File: src/rtl/x_quant_stream.sv
// Streaming input quantizer: shift (optionally rounded) then saturate to W_X bits, two-stage valid/ready pipeline.
// Define QUANT_ROUND_EN to add a round-half-up offset before the shift; the default build floors.
module x_quant_stream #(
  parameter int W_IN  = 8,
  parameter int W_X   = 4,
  parameter int SHIFT = 4,
  parameter int W_CNT = 16
) (
  input  logic                    clk,
  input  logic                    rst,
  input  logic                    in_valid,
  output logic                    in_ready,
  input  logic signed [W_IN-1:0]  x_in,
  output logic                    out_valid,
  input  logic                    out_ready,
  output logic signed [W_X-1:0]   xq,
  output logic                    sat,
  input  logic                    sat_clr,
  output logic        [W_CNT-1:0] sat_cnt
);

  localparam int WS = W_IN + 1;

`ifdef QUANT_ROUND_EN
  localparam logic signed [WS-1:0] RND = WS'(1 << (SHIFT - 1));
`else
  localparam logic signed [WS-1:0] RND = '0;
`endif

  localparam logic signed [WS-1:0] X_MAX   = WS'((1 << (W_X - 1)) - 1);
  localparam logic signed [WS-1:0] X_MIN   = ~X_MAX;
  localparam logic [W_CNT-1:0]     CNT_MAX = '1;

  logic signed [WS-1:0]  s1_q, s1_d;
  logic                  s1_valid_q;
  logic signed [W_X-1:0] xq_q, xq_d;
  logic                  sat_q, sat_d;
  logic                  out_valid_q;
  logic [W_CNT-1:0]      cnt_q, cnt_d;
  logic                  s2_load, s1_advance, s1_load, out_xfer;

  // NOTE: every signal assigned here gets a value on every path, so no latch is inferred.
  always_comb begin
    s2_load    = !out_valid_q || out_ready;
    s1_advance = s1_valid_q && s2_load;
    s1_load    = !s1_valid_q || s1_advance;
    out_xfer   = out_valid_q && out_ready;

    // One extra bit of headroom keeps x_in + RND from overflowing.
    s1_d = ($signed({x_in[W_IN-1], x_in}) + RND) >>> SHIFT;

    xq_d  = s1_q[W_X-1:0];
    sat_d = 1'b0;
    if (s1_q > X_MAX) begin
      xq_d  = X_MAX[W_X-1:0];
      sat_d = 1'b1;
    end else if (s1_q < X_MIN) begin
      xq_d  = X_MIN[W_X-1:0];
      sat_d = 1'b1;
    end

    cnt_d = cnt_q;
    if (sat_clr) begin
      cnt_d = '0;
    end else if (out_xfer && sat_q && (cnt_q != CNT_MAX)) begin
      cnt_d = cnt_q + 1'b1;
    end
  end

  // NOTE: state updates use non-blocking assignments so every register samples pre-edge values.
  always_ff @(posedge clk or posedge rst) begin
    if (rst) begin
      s1_valid_q  <= 1'b0;
      s1_q        <= '0;
      out_valid_q <= 1'b0;
      xq_q        <= '0;
      sat_q       <= 1'b0;
      cnt_q       <= '0;
    end else begin
      if (s1_load) begin
        s1_valid_q <= in_valid;
        if (in_valid) s1_q <= s1_d;
      end
      if (s2_load) begin
        out_valid_q <= s1_valid_q;
        if (s1_valid_q) begin
          xq_q  <= xq_d;
          sat_q <= sat_d;
        end
      end
      cnt_q <= cnt_d;
    end
  end

  assign in_ready  = s1_load;
  assign out_valid = out_valid_q;
  assign xq        = xq_q;
  assign sat       = sat_q;
  assign sat_cnt   = cnt_q;

endmodule

File: config.mk
export PLATFORM = sky130hd
export DESIGN_NAME = x_quant_stream
export DESIGN_NICKNAME = d
export VERILOG_FILES = /design/src/rtl/x_quant_stream.sv
export SDC_FILE = /design/constraint.sdc
export NUM_CORES = 1
export LEC_CHECK = 0
export CELL_PAD_IN_SITES_DETAIL_PLACEMENT = 1
export CELL_PAD_IN_SITES_GLOBAL_PLACEMENT = 2
export CORE_MARGIN = 2
export CORE_UTILIZATION = 31
export CTS_BUF_LIST = sky130_fd_sc_hd__clkbuf_8
export DETAILED_ROUTE_END_ITERATION = 7
export PLACE_DENSITY_LB_ADDON = 0.1
export SLEW_MARGIN = 20
export SYNTH_ARGS = -nofsm -noshare
export SYNTH_HDL_FRONTEND = slang
export SYNTH_SLANG_ARGS = --single-unit
File: constraint.sdc
create_clock -name clk -period 2.3 [get_ports clk]
set_input_delay 0.345 -clock clk [delete_from_list [all_inputs] [get_ports clk]]
set_output_delay 0.345 -clock clk [all_outputs]
set_load 0.03 [all_outputs]
Word-level counts from Yosys, hierarchy flattened
Cells that the tools add are included.
{ "totals": {"ff_bits": 27, "in_bits": 13, "out_inout_bits": 23, "elab_cells": 27} }
{ "classes": {"n_addsub": 1, "magnitude_cmp": 2, "eq_ne": 1, "n_mux": 6, "n_reduce_logical": 11} }
{ "ops": {"columns": ["cell", "n"], "rows": [
  ["$mux 16", 2],
  ["$add 16x1->16 const B", 1],
  ["$ne 16x16->1 const B", 1],
  ["$mux 4", 2],
  ["$gt 4x4->1 const B", 1],
  ["$logic_and 1x1->1", 4],
  ["$lt 4x4->1 const B", 1],
  ["$reduce_and 2->1", 2],
  ["$logic_not 1->1", 2],
  ["$logic_or 1x1->1", 2],
  ["$mux 1", 2],
  ["$reduce_bool 2->1", 1]
]} }

Longest topological paths before layout
Gate-level depths: netlist of run 1.
{ "depth": {"word_depth": 5, "ltp_mapped": 7, "depth_no_buf": 5} }

Worst setup path before layout of run 1
OpenSTA, ideal clock, no wires.
{ "synth_path": {"kind": "reg-to-reg", "from": "register cnt_q[0] (netlist: sat_cnt[0])", "to": "register cnt_q[2] (netlist: sat_cnt[2])", "setup_time_ns": 0.127, "arrival_time_ns": 1.967, "required_time_ns": 2.173, "setup_slack_ns": 0.206, "path_stages_with_launch": 6, "n_path_buf": 0, "period_less_slack_ns": 2.094, "path_cell_list": "dfrtp_1 -> ha_1 -> nand4_2 -> or4_4 -> nand3_2 -> mux2_1"} }
{ "synth_via": {"elab_chain_cells": 3, "word_cells_on_any_way": 6, "cone_classes": "1 x add/sub; 1 x eq/ne; 2 x mux; 2 x reduce/logical"} }
{ "synth_rtl": {"columns": ["element", "line", "text"], "rows": [
  ["from (decl)", "39", "logic [W_CNT-1:0] cnt_q, cnt_d;"],
  ["from (signal assigned)", "91", "cnt_q <= cnt_d;"],
  ["$add 16x1->16 / $ne 16x16->1 (equally long branches)", "66, 65", null],
  ["$mux 16 / $logic_and 1x1->1 (equally long branches)", "65", "end else if (out_xfer && sat_q && (cnt_q != CNT_MAX)) begin"],
  ["$mux 16 / $reduce_bool 2->1 (equally long branches)", null, null]
]} }
Several ways; a longest one is shown, not always the timed one. The select of a mux whose other input is x is not followed.
A chain may end at the register's enable or synchronous reset.

Worst setup path in the final report of run 1
{ "layout_path": {"from": "input out_ready", "to": "output in_ready"} }
{ "layout_via": {"elab_chain_cells": 3} }
{ "layout_rtl": {"columns": ["element", "line", "text"], "rows": [
  ["from (decl)", "15", "input logic out_ready,"],
  ["$logic_or 1x1->1", "44", "s2_load = !out_valid_q || out_ready;"],
  ["$logic_and 1x1->1", "45", "s1_advance = s1_valid_q && s2_load;"],
  ["$logic_or 1x1->1", "46", "s1_load = !s1_valid_q || s1_advance;"],
  ["to (decl)", "12", "output logic in_ready,"]
]} }
No other way between the ends.

==> impl_metrics.yaml, run 1 <==
run_status:
  outcome: "complete, no violations"
clocking:
  cts_setup_buffers: 0
  post_cts_resized: 0
  cts_tree: "built"
  postCtsHoldBufs: 0
  worstSkewPairLatency_ns: 0.28
  clockBufferDepth: 2
  cts_buffers: 3
  path_clk_slew_ns: 0.10
  htree_levels: 1
  cts_root_buf: "clkbuf_8"
  cts_sinks: 27
floorplan:
  io_pins: 36
  die-area_sq_um: 5040
  core_area_sq_um: 4350
  num_rows: 24
  die_w_um: 71.0
  initial_core_util_pct: 32.0
  fp.dieH_um: 71.0
route:
  wl_mm: 3.46
  drc: 0
  drtAntennaViolNets: 0
  viasPerCell: 5.52
  first_iter_violations: 57
  dr_total_vias: 1181
  drtPass1Iterations: 4
  drt-wirelength-per-cell_um: 16.2
timing:
  rsz0062_at_grt: "false"
  min_period_ns: 2.06
  setup_viol: 0
  fin_crit_sh_pct: 89.4
  drv_slew: 0
  slew-limit-headroom_pct: 72.3
  setup_tns_ns: 0
  finalClockSkew_ns: 0.00389
  hold_viol: 0
  fmax_mhz: 487
  worst_slew_pin_slew_ns: 0.415
placement:
  place_congestion: 0.756
  hpwlAfterDp_mm: 2.61
  portBuffers: 31
  placed_cells: 210
worst_setup_path:
  crit_fanout: 4
  timing.rr.start: "sat_cnt[0]$_DFFE_PP0P_"
  startpoint_type: "primary input"
  worstPathRequired_ns: 1.96
  rr_endpoint: "sat_cnt[2]$_DFFE_PP0P_"
  cp.arrival_ns: 1.71
  end_kind: "primary output"
  r2r_cells: 5
  r2r_slack_ns: 0.26
  crit_type: "in -> out"
final_layout:
  final_layout_size_suffix_gt1_share_pct: 16.0
  diodes: 0
  fin_nets: 177
  finish.utilization_pct: 41.8
  layout.cells.non_filler: 214
  area_delta_synth_final_pct: 30.5
grt:
  grt_util_all_layers_pct: 15.1
  grt_pass1_vias: 1243
  antenna_found_initial: 0
  overflow: 0
  grt_max_degree: 28
  grt_pass1_wl_mm: 6.09
yosys:
  yosysWarnings: 0
  ys_types: 36
  yosysSeqAreaShare_pct: 48.5
  synth_area_sq_um: 1390
  synth_top_area_cell: "dfrtp_1"
  yosys_register_bits: 27
  synthTopCellsByArea: "dfrtp_1 49%, mux2_2 6.5%, o31ai_1 4.9%"
  avgSynthCellArea_sq_um: 11.0
  syn_nets: 141
  synthCells: 127
  synth_top_area_share_pct: 48.5
pwr:
  irDropWorstVdd_uv: 361
  p_per_area_nw_per_um2: 534
  p_leak_uw: 0.000720
flow_run:
  drv_cap: 0
min_path:
  hp-class: "in -> async"
-- worst max path at each step --
stage / from / endpoint / slack, ns / cells after the start
detailed placement: out_ready / sat_cnt[9]$_DFFE_PP0P_ / 0.16 / 5
finish: out_ready / in_ready / 0.24 / 3
CTS: out_ready / in_ready / 0.23 / 3
global placement: out_ready / sat_cnt[9]$_DFFE_PP0P_ / 0.23 / 5
floorplan: sat_cnt[0]$_DFFE_PP0P_ / sat_cnt[2]$_DFFE_PP0P_ / 0.21 / 5
global route: sat_cnt[1]$_DFFE_PP0P_ / sat_cnt[2]$_DFFE_PP0P_ / 0.19 / 5
-- cell type report --
| cell class | instances | area, sq um |
|---|---|---|
| clock inverters | 1 | 8.76 |
| multi-input cells | 93 | 672 |
| flip-flops and latches | 27 | 676 |
| fillers | 474 | 2540 |
| clock buffers | 3 | 41.3 |
| repair buffers | 36 | 348 |
| well taps | 52 | 65.1 |
| inverters | 2 | 7.51 |
-- through the flow --
stage / setup WS, ns / power, uW / hold slack (ns) / area, sq um
final: 0.245 / 971 / 0.422 / 1820
after global routing: 0.186 / 1030 / 0.457 / 1820
after detailed placement: 0.160 / 698 / 0.493 / 1770
after floorplan: 0.206 / 621 / 0.398 / 1390
after global placement: 0.234 / 691 / 0.462 / 1770
after CTS: 0.233 / 990 / 0.438 / 1820
-- placed cells by master, fill, tap and decap left out, types with 2 or more instances in the layout --
cell,instances
clkdlybuf4s50_1,31
dfrtp_1,27
a21oi_1,13
o31ai_1,9
or4_1,9
mux2_2,8
nand2_1,7
nand3_1,7
buf_4,5
nand4_1,4
nand2b_1,3
and3_1,3
o21ai_1,3
or3_1,3
clkbuf_8,3
nand4_2,2
and4_1,2
and2_1,2
nor2b_1,2
nor2_1,2
inv_1,2
-- power by group --
group	internal (uW)	total (uW)	leakage, uW	switching (uW)
registers	506	523	0.000352	16.7
clock network	127	285	0.0000261	158
logic	77.2	163	0.000341	86.0
total	710	971	0.000720	261
-- layer usage --
layer	routed length, um	global-route usage, %	up-vias
met5	0	0	-
met4	17	3.14	0
met3	152	4.42	2
met2	1860	27.6	23
met1	1430	17.5	597
li1	-	-	559
-- synth_stat cells (all sizes together) --
| master | number |
|---|---|
| dfrtp | 27 |
| a21oi | 13 |
| mux2 | 10 |
| or4 | 10 |
| o31ai | 9 |
| nand3 | 8 |
| nand2 | 7 |
| nand4 | 6 |
| o21ai | 4 |
| and3 | 3 |
| and4 | 3 |
| buf | 3 |
| nand2b | 3 |
| nor4 | 3 |
| or3 | 3 |
| and2 | 2 |
| clkbuf | 2 |
| inv | 2 |
| nor2 | 2 |
| nor2b | 2 |
| ha | 1 |
| nand3b | 1 |
| nor3 | 1 |
| o211ai | 1 |
| o21a | 1 |
-- registers in the layout (all words and copies together), names as in the netlist --
name	cells
sat	1
sat_cnt	16
out_valid	1
s1_valid_q	1
xq	4
s1_q	4
-- critical path: stages --
cell and delay, ns:
clkdlybuf4s50_1 0.51, nand3b_1 0.16, clkdlybuf4s50_1 0.68
-- cell families after synthesis --
kind of cell | after synthesis | synth area share [%]
compound gates | 28 | 12.4
fa+ha+maj | 1 | 0.898
buf+inv | 7 | 3.23
flops | 27 | 48.5
mux | 10 | 8.36
simple gates | 54 | 26.6
Note: power is estimated with default switching activity, not from simulation.
==> run 2: changes to the inputs <==
--- a/config.mk
+++ b/config.mk
@@ -7,2 +7,3 @@
 export LEC_CHECK = 0
+export CAP_MARGIN = 15
 export CELL_PAD_IN_SITES_DETAIL_PLACEMENT = 1
==> constraint.sdc (replaced) <==
create_clock -name clk -period 2.3 [get_ports clk]
set_input_delay 0.46 -clock clk [delete_from_list [all_inputs] [get_ports clk]]
set_output_delay 0.46 -clock clk [all_outputs]
set_load 0.03 [all_outputs]
==> impl_metrics.yaml, run 2 (synthesis gave the netlist of run 1 again) <==
final_layout:
  layout_commonest_cell: "clkdlybuf4s50_1"
  diodes: 0
  final_cell_mix: "30 x clkdlybuf4s50_1, 27 x dfrtp_1, 13 x a21oi_1"
  largest_register_ffs: 16
  finish.utilization_pct: 42.0
  fin_nets: 179
  final_layout_size_suffix_gt1_share_pct: 17.7
  area_delta_synth_final_pct: 31.4
min_path:
  whs_path_depth: 1
  hp-class: "reg -> reg"
placement:
  portBuffers: 31
  place_congestion: 0.792
  hpwlAfterDp_mm: 2.59
floorplan:
  core_area_sq_um: 4350
  num_rows: 24
  io_pins: 36
  die-area_sq_um: 5040
  die_w_um: 71.0
  fp.dieH_um: 71.0
  initial_core_util_pct: 32.0
grt:
  grt_util_all_layers_pct: 14.8
  overflow: 0
  grt_max_degree: 28
  grt_pass1_vias: 1218
  antenna_found_initial: 0
  grt_pass1_wl_mm: 5.87
clocking:
  cts_buffers: 3
  htree_levels: 1
  clockBufferDepth: 2
  worstSkewPairLatency_ns: 0.27
  path_clk_slew_ns: 0.09
  post_cts_resized: 0
  cts_sinks: 27
  cts_root_buf: "clkbuf_8"
  postCtsHoldBufs: 0
  cts_setup_buffers: 0
  cts_tree: "built"
route:
  drc: 0
  drtPass1Iterations: 4
  drt-wirelength-per-cell_um: 16.0
  wl_mm: 3.45
  drtAntennaViolNets: 0
  first_iter_violations: 29
  viasPerCell: 5.48
  dr_total_vias: 1183
pwr:
  irDropWorstVdd_uv: 388
  p_per_area_nw_per_um2: 525
  p_leak_uw: 0.000725
worst_setup_path:
  crit_fanout: 6
  end_kind: "flop"
  worstPathRequired_ns: 2.46
  cp.arrival_ns: 2.19
  r2r_cells: 5
  startpoint_type: "flop"
  crit_type: "reg -> reg"
timing:
  finalClockSkew_ns: 0.00114
  worst_slew_pin_slew_ns: 0.405
  hold_viol: 0
  setup_viol: 0
  min_period_ns: 2.03
  fmax_mhz: 493
  drv_slew: 0
  fin_crit_sh_pct: 88.2
  slew-limit-headroom_pct: 72.8
  rsz0062_at_grt: "false"
  setup_tns_ns: 0
flow_run:
  drv_cap: 0
run_status:
  outcome: "complete, no violations"
==> run 2: changes by cell type in the layout (fill, tap and decap cells not counted) <==
cell	previous run	this run
buf_4	5	8
clkdlybuf4s50_1	31	30
clkinvlp_4	0	1
inv_6	1	0
==> run 2: path summary, 6_finish.rpt <==
check | start | slack (ns) | to
max | sat_cnt[0]$_DFFE_PP0P_ | 0.27 | sat_cnt[2]$_DFFE_PP0P_
min | s1_valid_q$_DFFE_PP0P_ | 0.50 | out_valid$_DFFE_PP0P_
max reg2reg | sat_cnt[0]$_DFFE_PP0P_ | 0.27 | sat_cnt[2]$_DFFE_PP0P_
min reg2reg | s1_valid_q$_DFFE_PP0P_ | 0.50 | out_valid$_DFFE_PP0P_
max in group asynchronous | rst | 1.50 | sat_cnt[9]$_DFFE_PP0P_
min in group asynchronous | rst | 0.53 | sat_cnt[2]$_DFFE_PP0P_
==> run 2: routing by layer <==
| metal | GRT usage (%) | part of all wire (%) | vias to the layer above |
|---|---|---|---|
| li1 | - | - | 558 |
| met1 | 17.8 | 42 | 600 |
| met2 | 26.3 | 53 | 21 |
| met3 | 3.42 | 4.1 | 4 |
| met4 | 4.40 | 0.93 | 0 |
| met5 | 0 | 0 | - |
==> run 2: critical path: stages, from the launching register on <==
cell,delay [ns]
dfrtp_1,0.44
ha_1,0.28
nand4_2,0.19
or4_4,0.59
nand3_2,0.09
mux2_1,0.32
==> run 2: cell type report <==
class,count,area [sq um]
Clock inverter,1,7.51
Fill cell,479,2520
Sequential cell,27,676
Clock buffer,3,41.3
Multi-Input combinational cell,93,672
Tap cell,52,65.1
Inverter,2,7.51
Timing Repair Buffer,38,360
==> run 2: power by group <==
| group | switching [uW] | leakage (uW) | total (uW) | internal, uW |
|---|---|---|---|---|
| combinational | 84.8 | 0.000351 | 161 | 76.7 |
| clock | 154 | 0.0000217 | 277 | 123 |
| sequential | 15.6 | 0.000352 | 521 | 506 |
| total | 255 | 0.000725 | 960 | 706 |
==> run 2: stage by stage <==
step | cells | total power (uW) | cell area (sq um) | setup WS [ns] | hold WS [ns]
floorplan | 127 | 621 | 1390 | 0.206 | 0.457
global placement | 212 | 691 | 1780 | 0.244 | 0.463
detailed placement | 212 | 695 | 1780 | 0.191 | 0.481
CTS | 216 | 979 | 1830 | 0.261 | 0.506
global route | 216 | 1010 | 1830 | 0.188 | 0.544
finish | 216 | 960 | 1830 | 0.272 | 0.500
